File: config.mk
export PLATFORM = sky130hd
export DESIGN_NAME = div_result_buffer
export DESIGN_NICKNAME = d
export VERILOG_FILES = /design/src/rtl/div_result_buffer.sv
export SDC_FILE = /design/constraint.sdc
export NUM_CORES = 1
export LEC_CHECK = 0
export CORE_MARGIN = 2
export CORE_UTILIZATION = 40
export CTS_BUF_LIST = sky130_fd_sc_hd__clkbuf_4 sky130_fd_sc_hd__clkbuf_8 sky130_fd_sc_hd__clkbuf_16
export CTS_CLUSTER_DIAMETER = 60
export DETAILED_ROUTE_END_ITERATION = 8
export HOLD_SLACK_MARGIN = 0.08
export PLACE_DENSITY = 0.7
export SYNTH_ARGS = -nofsm -noshare
export SYNTH_HDL_FRONTEND = slang
export SYNTH_SLANG_ARGS = --single-unit
File: constraint.sdc
create_clock -name clk -period 2.9 [get_ports clk]
set_clock_uncertainty 0.1 [all_clocks]
set_input_delay 0.58 -clock clk [delete_from_list [all_inputs] [get_ports clk]]
set_output_delay 0.58 -clock clk [all_outputs]
set_load 0.02 [all_outputs]
File: src/rtl/div_result_buffer.sv
// div_result_buffer
//   Result FIFO behind the fixed-latency pipelined divider. Each divider
//   out_valid is captured as {quot, remd, div_by_zero} and presented to the
//   consumer over valid/ready. Upstream may only start a divide while a slot
//   is reserved for its result (level + inflight < DEPTH).
//
//   Optional feature macro: DIV_ZERO_DROP_EN
//     defined   : divide-by-zero results are discarded (still retire their
//                 credit); m_zero is constant 0.
//     undefined : divide-by-zero results are stored with m_zero=1.
//
// Ports
//   clk, rst                 clock, asynchronous active-high reset
//   issue / issue_ok         upstream divide start pulse / credit available
//   div_valid, div_quot,
//   div_remd, div_zero       divider result
//   m_valid, m_ready,
//   m_quot, m_remd, m_zero   head entry to consumer
//   level, inflight          stored entries / divides outstanding
//   overflow                 sticky: result arrived while full and was lost
module div_result_buffer #(
   parameter int DATA_W = 8,
   parameter int DEPTH  = 4,
   parameter int CNT_W  = 3
) (
   input  logic              clk,
   input  logic              rst,
   input  logic              issue,
   output logic              issue_ok,
   input  logic              div_valid,
   input  logic [DATA_W-1:0] div_quot,
   input  logic [DATA_W-1:0] div_remd,
   input  logic              div_zero,
   output logic              m_valid,
   input  logic              m_ready,
   output logic [DATA_W-1:0] m_quot,
   output logic [DATA_W-1:0] m_remd,
   output logic              m_zero,
   output logic [CNT_W-1:0]  level,
   output logic [CNT_W-1:0]  inflight,
   output logic              overflow
);

   localparam int              PTR_W   = $clog2(DEPTH);
   localparam logic [CNT_W-1:0] DEPTH_C = CNT_W'(DEPTH);
   localparam logic [CNT_W:0]   DEPTH_S = (CNT_W+1)'(DEPTH);

   typedef struct packed {
      logic              zero;
      logic [DATA_W-1:0] quot;
      logic [DATA_W-1:0] remd;
   } entry_t;

   entry_t            mem [DEPTH];
   entry_t            new_entry;
   entry_t            head;
   entry_t            last_head;
   logic [PTR_W-1:0]  wr_ptr;
   logic [PTR_W-1:0]  rd_ptr;
   logic              push_req;
   logic              pop;
   logic              full;
   logic              wr_en;
   logic              issue_acc;

`ifdef DIV_ZERO_DROP_EN
   assign push_req  = div_valid & ~div_zero;
   assign new_entry = '{zero: 1'b0, quot: div_quot, remd: div_remd};
`else
   assign push_req  = div_valid;
   assign new_entry = '{zero: div_zero, quot: div_quot, remd: div_remd};
`endif

   assign full      = (level == DEPTH_C);
   assign m_valid   = (level != '0);
   assign pop       = m_valid & m_ready;
   // A pop in the same cycle frees the slot, so a full FIFO can still accept.
   assign wr_en     = push_req & (~full | pop);
   assign issue_ok  = ({1'b0, level} + {1'b0, inflight}) < DEPTH_S;
   assign issue_acc = issue & issue_ok;

   // While empty the outputs keep showing the most recently consumed entry
   // (zero straight after reset).
   assign head   = m_valid ? mem[rd_ptr] : last_head;
   assign m_quot = head.quot;
   assign m_remd = head.remd;
   assign m_zero = head.zero;

   always_ff @(posedge clk) begin
      if (wr_en) mem[wr_ptr] <= new_entry;
   end

   always_ff @(posedge clk or posedge rst) begin
      if (rst) begin
         wr_ptr    <= '0;
         rd_ptr    <= '0;
         level     <= '0;
         inflight  <= '0;
         overflow  <= 1'b0;
         last_head <= '0;
      end else begin
         if (wr_en) wr_ptr <= wr_ptr + PTR_W'(1);
         if (pop) begin
            rd_ptr    <= rd_ptr + PTR_W'(1);
            last_head <= mem[rd_ptr];
         end

         case ({wr_en, pop})
            2'b10:   level <= level + CNT_W'(1);
            2'b01:   level <= level - CNT_W'(1);
            default: level <= level;
         endcase

         // A returning result with nothing outstanding does not underflow.
         if (issue_acc && div_valid)
            inflight <= inflight;
         else if (issue_acc)
            inflight <= inflight + CNT_W'(1);
         else if (div_valid && inflight != '0)
            inflight <= inflight - CNT_W'(1);

         if (push_req && full && !pop) overflow <= 1'b1;
      end
   end

endmodule

==> metrics.txt, run 1 <==
CTS root buf=clkbuf_8; fin. max-slew vios=0; syn nets=236; IO buf count=47; final net count=between 200 and 300; slack of the worst reg-to-reg path=0.63 ns; Hold Path Sink=overflow; worst vdd ir=470 uV; Max Freq=359 MHz; CTS tree=built; Worst-Margin Slew=0.905 ns; Die Span Y=104 um; layout cells sized above 1=0.284; worst-path fanout max=18; Area Growth Syn to Fin=19.9%; most frequent cells in the layout=68 x edfxtp_1, 30 x clkdlybuf4s50_1, 28 x dfrtp_1; Worst Reg2Reg Path Length in Cells=7; hold_ws=0.364 ns; unrepaired setup endpoints after global routing=no; hold path cells=1; status=finished clean; post-route ant nets=0; Worst EP arrival=2.10 ns; top cell type's share of synthesized area=0.507; Crit Path Class=flop to output pin; Unique masters post-synth=29; CORE AREA=between 9000 and 10000 um2; GR Overflow Total=0; worst min path class=flop to flop; worst reg2reg endpoint=inflight[2]; # clock sinks=96; Most used DFF post-synth=edfxtp_1; Critical path buffers and inverters=2; die area=roughly 11000 um2; First-pass DRT Iterations=4; Post-synth EDFFs=68; H-tree depth reported by CTS=3; post-synth top area cell=edfxtp_1; routed vias=1924; vias in the first global route=2048; effective utilization at floorplan=0.412; Max Root-Sink Buffers=2; cts bufs inserted=9; Setup violations, final=0; most common cell after layout, fill and taps aside=edfxtp_1; Critical Path RT=2.22 ns; Worst path max stage delay=~0.45 ns; Rows=36; Critical Path Start Type=flop; number of antenna violations at the first check in global routing=0; worst hold start=overflow; flop and latch count out of synthesis=96; final hold vios=0; global-route wire length before repair=11100 um; largest net degree at the start of global routing=29; Initial DRC Count=77; Total GRT Usage=0.134; Synth Area per Inst=19.7 um2; Mapped Area=4030 um2; Reg2Reg Launch Point=inflight[1]; vias per cell=4.80; # diodes=0; DP HPWL=4270 um; Slew headroom=0.396; max-cap violation count=0; gate count of the mapped netlist=205; period utilization=0.960; placer congestion estimate=roughly 0.7; sequential cell area fraction in the yosys report=0.680; Setup Fix Bufs, Post-CTS=0; Critical Path End Type=output pin; setup_tns=0 ns; average wire per standard cell=16.6 um; chip width=roughly 100 um; CP delay by family, top=buffers and inverters; worst-path cell chain=or3_1, buf_4, mux2_2, dlygate4sd2_1; Post-synth ARST share=0.292; clk_lat worst skew=0.36 ns; I/O pin cnt=48; cell area power density=1070 nW/um2; Slowest-stage cell, CP=dfrtp_1; Final min period=2.78 ns; DRC Markers=0; Leak=1.82 nW; clk slew on worst S/H paths=~0.09 ns; Ys Warns=0; final WL=6660 um; synth top area cells=edfxtp_1 51%, dfrtp_1 17%, mux4_2 9.5%
[layer usage]
layer / vias up / routed length [um] / GRT usage
met5: - / 0 / 0
met4: 0 / 78 / 0.0347
met3: 7 / 270 / 0.0401
met2: 44 / 3180 / 0.213
met1: 979 / 3140 / 0.182
li1: 894 / - / -
[power by group]
| group | leakage, nW | internal, W | switching, W |
|---|---|---|---|
| combinational | 0.781 | 0.00121 | 0.00113 |
| clock | 0.0841 | 0.000323 | 0.000450 |
| sequential | 0.951 | 0.00189 | 0.000192 |
| total | 1.82 | 0.00342 | 0.00177 |
[registers in the layout, summed over array words and instances (netlist names)]
name       flops
wr_ptr         2
mem           68
inflight       3
rd_ptr         2
level          3
last_head     17
overflow       1
[what timing repair did]
| item | 4_1_cts | 5_1_grt |
|---|---|---|
| hold endpoints to repair | 0 | 0 |
| gates resized for setup | 17 | 0 |
| setup endpoints to repair | 17 | 0 |
| hold buffers | 0 | 0 |
[worst max-delay path by stage]
| stage | slack (ns) | cells past startpoint | endpoint | startpoint |
|---|---|---|---|---|
| floorplan | 0.59 | 10 | level[2] | m_ready |
| global placement | 0.20 | 10 | level[2] | m_ready |
| detailed placement | 0.16 | 10 | level[2] | m_ready |
| CTS | 0.1 | 4 | m_remd[5] | level[0] |
| global route | 0.009 | 4 | m_remd[5] | level[0] |
| finish | 0.12 | 4 | m_remd[7] | level[0] |
[per-stage QoR]
stage / setup WS (ns) / total power (W) / cells / utilization / instance area (um2)
4_1_cts: 0.0972 / 0.00527 / 401 / 0.494 / 4830
5_1_grt: 0.00949 / 0.00552 / 401 / 0.494 / 4830
3_5_place_dp: 0.164 / 0.00463 / 385 / 0.479 / 4680
2_1_floorplan: 0.585 / 0.00374 / 205 / - / 4030
6_report: 0.116 / 0.00519 / 401 / 0.494 / 4830
3_3_place_gp: 0.201 / 0.00458 / 385 / 0.479 / 4680
[synth_stat cells, types with 2 or more instances]
master     n
xor2_1     5
nor2_1     2
nand2_1    2
buf_6      3
buf_4      2
mux4_2    17
ha_1       7
and2_1     4
xnor2_1    4
mux2_2    17
mux2_4    17
fa_1       2
edfxtp_1  68
clkbuf_1   2
mux2i_1    3
dfrtp_1   28
inv_1      7
nor2b_1    3
buf_2      2
[cell families (layout without fill, tap and decap cells)]
group           count (synthesis)  in the layout  synth area share
fa+ha+maj                       9              9            0.0317
mux                            54             54             0.213
simple gates                   17             17            0.0251
xor+xnor                        9              9            0.0196
buf+inv                        16             79            0.0230
compound gates                  4              4           0.00714
flops                          96             96             0.680
[worst register-to-register path, cell delays in order (launching register included)]
cell	delay, ns
dfrtp_1	0.45
ha_1	0.29
and3_1	0.18
nand3b_1	0.29
fa_1	0.45
nor2b_1	0.15
mux2i_1	0.15
xnor2_1	0.14
[layout make-up]
| type | count | area (um2) |
|---|---|---|
| clock buffers | 10 | 131 |
| flip-flops and latches | 96 | 2740 |
| multi-input cells | 93 | 1200 |
| well taps | 133 | 166 |
| fillers | 839 | 4940 |
| clock inverters | 6 | 41.3 |
| inverters | 7 | 26.3 |
| repair buffers | 56 | 529 |
No activity file was read; power rests on OpenSTA's default activity.
==> run 2: changes to the inputs <==
PLACE_DENSITY = 0.73   (was 0.7)
clock period = 2.3 ns   (was 2.9 ns; I/O delays follow)
==> run 2 against run 1 <==
Net effect:
- the run now ends with negative setup slack left
- non-clock buffer count up 28
- first-iteration DRC count up 52%
- power is 49% higher
- sequential power rose by 25%
- combinational power increased by 74%
- via count grew 8.9%
- critical path depth grew 1
- routed wire length increased by 13%
- flip-flop and latch count unchanged
- largest cell class unchanged
- clock power grew 40%
- highest routed layer unchanged
- count of clock-buffer cells in the layout stayed put
- largest power group unchanged
==> metrics.txt, run 2 (synthesized netlist as in run 1, its figures left out) <==
status=complete, but fails checks; failing checks=negative setup slack; final hold vios=0; P_sw=0.00251 W; final setup margin=-0.235 ns; Worst-Margin Slew=0.379 ns; Comb power frac=0.526; unrepaired setup endpoints after global routing=yes; post-route ant nets=0; DRC Markers=0; fillers=751; DP HPWL=4820 um; die area=10900 um2; DP Worst Slack=-0.343 ns; CTS tree=built; FF/Latch Area=2740 um2; Critical Path Start Type=flop; Area Growth Syn to Fin=31.3%; CTS root buf=clkbuf_8; Net Sw Frac=0.324; vias per cell=approximately 4.9; Rows=36; worst-path cell chain=buf_6, buf_12, mux4_2, mux2_4, buf_6; First-pass DRT Iterations=4; worst-path fanout max=5; chip width=104 um; clock share of power=0.139; Critical Path RT=1.74 ns; H-tree depth reported by CTS=3; Slew headroom=0.747; worst min path class=flop to flop; Worst EP arrival=1.98 ns; final total power=0.00774 W; IO buf count=47; area occupied by multi-input gates=1300 um2; Int Pwr=0.00523 W; # diodes=0; Initial DRC Count=117; part of the power in registers=0.335; max-cap violation count=0; number of flip-flops in the largest register=68; worst vdd ir=between 400 and 500 uV; Critical Path End Type=output pin; Top reg by flops=mem; clk_lat worst skew=0.36 ns; Total GRT Usage=0.148; GR Overflow Total=0; Final min period=2.54 ns; Largest regs=mem x68, last_head x17; Slowest-stage cell, CP=mux4_2; period utilization=1.10; vias in the first global route=2210; layout cells sized above 1=0.439; effective utilization at floorplan=0.412; global-route wire length before repair=roughly 12000 um; clk slew on worst S/H paths=0.09 ns; largest net degree at the start of global routing=29; routed vias=between 2000 and 2500; final WL=7520 um; most frequent cells in the layout=68 x edfxtp_1, 34 x mux2_4, 28 x clkdlybuf4s50_1, 28 x buf_4, 27 x dfrtp_1; slack of the worst reg-to-reg path=0.06 ns; final net count=322; I/O pin cnt=48; fin. max-slew vios=0; Worst path max stage delay=0.53 ns; cell area power density=~1500 nW/um2; most common cell after layout, fill and taps aside=edfxtp_1; CORE AREA=just under 10000 um2; Setup violations, final=17; Crit Path Class=flop to output pin; Die Span Y=104 um; Max Freq=394 MHz; # clock sinks=96; Max Root-Sink Buffers=2; Leak=around 2.1 nW; average wire per standard cell=17.5 um; Post-Place Cells=404; CP dominant cell by count=buf_6; Util after Layout=0.542; cts bufs inserted=9; number of antenna violations at the first check in global routing=0; placer congestion estimate=roughly 0.73; Non-Filler Instances=429
-- run 2: changes by cell type in the layout (fill, tap and decap cells not counted), sizes merged --
cell | previous run | this run
dlygate4sd2 | 17 | 0
clkbuf | 10 | 11
bufinv | 0 | 1
buf | 9 | 55
clkdlybuf4s50 | 30 | 28
clkinv | 2 | 4
clkinvlp | 2 | 1
inv | 9 | 7
-- run 2: repair_timing --
action / in CTS / in global routing
hold buffers: 0 / 0
gates cloned: 3 / 0
buffers inserted: 4 / 3
pin swaps: 0 / 4
resized for setup: 132 / 6
endpoints found under the setup margin: 21 / 20
-- run 2: layer usage --
layer  track usage  vias to the layer above  wire length (um)
met2         0.234                       42              3730
li1              -                      951                 -
met1         0.194                     1094              3300
met4        0.0608                        0               119
met5             0                        -                 0
met3        0.0407                        9               365
-- run 2: worst paths after layout --
| check | startpoint | end | cells after the start |
|---|---|---|---|
| min | overflow | overflow | 1 |
| min reg2reg | overflow | overflow | 1 |
| max reg2reg | level[0] | level[1] | 7 |
| max in group asynchronous | rst | level[0] | 3 |
| min in group asynchronous | rst | last_head[11] | 3 |
| max | rd_ptr[0] | m_remd[3] | 5 |
-- run 2: critical path, delay by kind of cell, from the launching register on --
family   cells  cell delay [ns]
flops        1             0.39
buf+inv      3             0.41
mux          2             0.81
-- run 2: layout make-up --
type,instances,share of cell area
Clock inverter,6,0.0116
Sequential cell,96,0.518
Inverter,7,0.00496
Timing Repair Buffer,84,0.164
Tap cell,133,0.0314
Multi-Input combinational cell,93,0.245
Clock buffer,10,0.0248
-- run 2: stage by stage --
stage | TNS (ns) | hold WS (ns) | instance area [um2]
final | -3.57 | 0.362 | 5300
after floorplan | 0 | 0.378 | 4030
after CTS | -3.62 | 0.366 | 5260
after global routing | -4.83 | 0.396 | 5300
after global placement | -3.49 | 0.342 | 4850
after detailed placement | -3.87 | 0.344 | 4850
-- run 2: power groups by stage --
stage | registers (W) | logic, W | clock network [W]
finish | 0.00259 | 0.00407 | 0.00108
global route | 0.00265 | 0.00434 | 0.00118
CTS | 0.00259 | 0.00404 | 0.00110
detailed placement | 0.00261 | 0.00348 | 0
global placement | 0.00260 | 0.00342 | 0
floorplan | 0.00266 | 0.00206 | 0
==> variant: new RTL, config.mk and constraints of run 2 <==
Build with the macro `DIV_ZERO_DROP_EN` defined.
--- a/src/rtl/div_result_buffer.sv
+++ b/src/rtl/div_result_buffer.sv
@@ -20,2 +20,4 @@
 //   overflow                 sticky: result arrived while full and was lost
+`define DIV_ZERO_DROP_EN
+
 module div_result_buffer #(
Formal check against the unedited RTL: not equivalent (Yosys sat finds a counterexample within 4 cycles, from zero or initial values and one cycle with rst high).
==> variant against run 2 <==
- the run still ends with setup timing left
- critical path depth is 1 lower
- largest cell class unchanged
- total power shrank 12%
- wire length down 7.6%
- maximum frequency is 4.0% higher
- sequential cell count down 5
- area after synthesis shrank 3.6%
- largest power group unchanged
- setup slack improved by 0.097 ns
- final area is 5.4% lower
- die area shrank 3.5%
==> variant: results (changes against run 2) <==
| Metric | Value |
|---|---|
| Async SR Flop Fraction | 0.2967 (+0.005037) |
| Antenna diode count | 0 (unchanged) |
| Clock insertion delay at the later pin of the skew report | 0.36 ns (about the same) |
| Internal Power | 0.004586 W (-12%) |
| Unique masters post-synth | 38 (+31%) |
| Post-Syn Nets | 238 (+0.85%) |
| First-pass detailed-route iteration total | 4 (unchanged) |
| First-pass GRT wire length | 11300 um (-6.8%) |
| Top cells by count, synth | edfxtp_1 (64), mux2_2 (29), dfrtp_1 (27) |
| Largest net degree at the start of global routing | 28 (-3.4%) |
| DRT Wirelength | 6950 um (-7.6%) |
| Compound-cell area share of the yosys netlist | 0.02093 (+0.01380) |
| GR Util All Layers | 0.1494 (+0.001121) |
| H-tree depth | 3 (unchanged) |
| Seq/Total Area, Yosys | 0.6686 (-0.01172) |
| Biggest registers after layout | mem (64), last_head (16) |
| Failing checks | setup timing |
| # setup viols final | 16 (-1) |
| Routability Congestion | 0.7478 (+3.0%) |
| Detail Placement HPWL | 4505 um (-6.5%) |
| Initial antenna violation count | 0 (unchanged) |
| Most frequent cell after synthesis | edfxtp_1 |
| Vias in the first global route | 2185 (-1.1%) |
| PortBufs | 46 (-2.1%) |
| Setup total negative slack | -1.989 ns (+1.579 ns) |
| CTS max path bufs | 2 (unchanged) |
| Logic power comb | 0.00345 W (-15%) |
| First-iteration detailed-routing DRC count | 79 (-32%) |
| Hold Crit Class | input port to asynchronous set/reset pin |
| Vias per inst | 4.928 (+0.87%) |
| Sequential power share | 0.338 (+0.003) |
| Total Nets Final | 314 (-2.5%) |
| Final Worst Setup Slack | -0.1385 ns (+0.09667 ns) |
| Fill count | 723 (-3.7%) |
| Slowest stage delay, CP | 0.53 ns (about the same) |
| Post-Synth Adder-Cell Area | 0.02963 (-0.002028) |
| Post-synthesis mux area share | 0.1984 (-0.01483) |
| Power Total | 0.006849 W (-12%) |
| Worst Path Arrival | 1.88 ns (-0.10 ns) |
| Peak supply drop | 0.4657 mV (-3.1%) |
| Synth Area in XOR/XNOR | 0.02029 (+0.0007368) |
| Worst-path clk slew | 0.09 ns (about the same) |
| Slowest cell on the critical path | mux4_2 |
| Share of cells above drive strength 1 | 0.4083 (-0.03088) |
| Synth top area cells | edfxtp_1 (49%), dfrtp_1 (17%), mux2_2 (8.4%), mux4_2 (6.4%), mux4_1 (3.4%) |
| Outcome | complete, but fails checks |
| Critical path's top delay family | multiplexers |
| EDFF count, synth | 64 (-5.9%) |
| Max FO, Critical Path | 7 (+2) |
| Leakage | 1.914 nW (-9.3%) |
## variant: cell types whose count changed after synthesis, sizes merged, moves of 2 or more
cell           run 2  this run
nand2              2         5
mux2              34        32
o221ai             0         2
clkbuf             2         0
a21oi              0         2
nand2b             0         2
edfxtp            68        64
buf                7        10
## variant: final timing paths
kind	startpoint	endpoint	slack, ns	depth (start not counted)
worst max-delay path	rd_ptr[0]	m_remd[0]	-0.14	4
min in group clk	overflow	overflow	0.40	1
worst min register to register	overflow	overflow	0.40	1
worst min-delay path	rst	inflight[1]	0.37	3
max in group asynchronous	rst	rd_ptr[0]	1.42	3
worst max register to register	level[1]	inflight[2]	0.09	8
## variant: metrics by stage
stage          hold slack, ns  worst slack (ns)  cell area [um^2]  instances
4_1_cts                0.3753           -0.2221              4985        418
3_3_place_gp           0.3700           -0.1984              4679        398
2_1_floorplan          0.3767           0.05195              3885        208
5_1_grt                0.4078           -0.2043              5010        418
6_report               0.3693           -0.1385              5010        418
3_5_place_dp           0.3806           -0.2235              4679        398
## variant: layout make-up
type | count | area share
Clock buffer | 10 | 0.02622
Clock inverter | 6 | 0.01424
Inverter | 6 | 0.004496
Multi-Input combinational cell | 101 | 0.2483
Sequential cell | 91 | 0.5187
Tap cell | 129 | 0.03222
Timing Repair Buffer | 75 | 0.1558
## variant: repair_timing
item	4_1_cts	5_1_grt
endpoints found under the setup margin	19	18
buffers inserted	3	2
pin swaps	1	3
gates resized for setup	121	13
gates cloned	1	0
hold buffers	0	0
## variant: layer usage
| layer | vias to the layer above | global-route usage | part of all wire |
|---|---|---|---|
| met2 | 45 | 0.2665 | 0.54 |
| met3 | 11 | 0.02712 | 0.032 |
| li1 | 951 | - | - |
| met4 | 0 | 0.07385 | 0.022 |
| met5 | - | 0 | 0 |
| met1 | 1053 | 0.1733 | 0.40 |
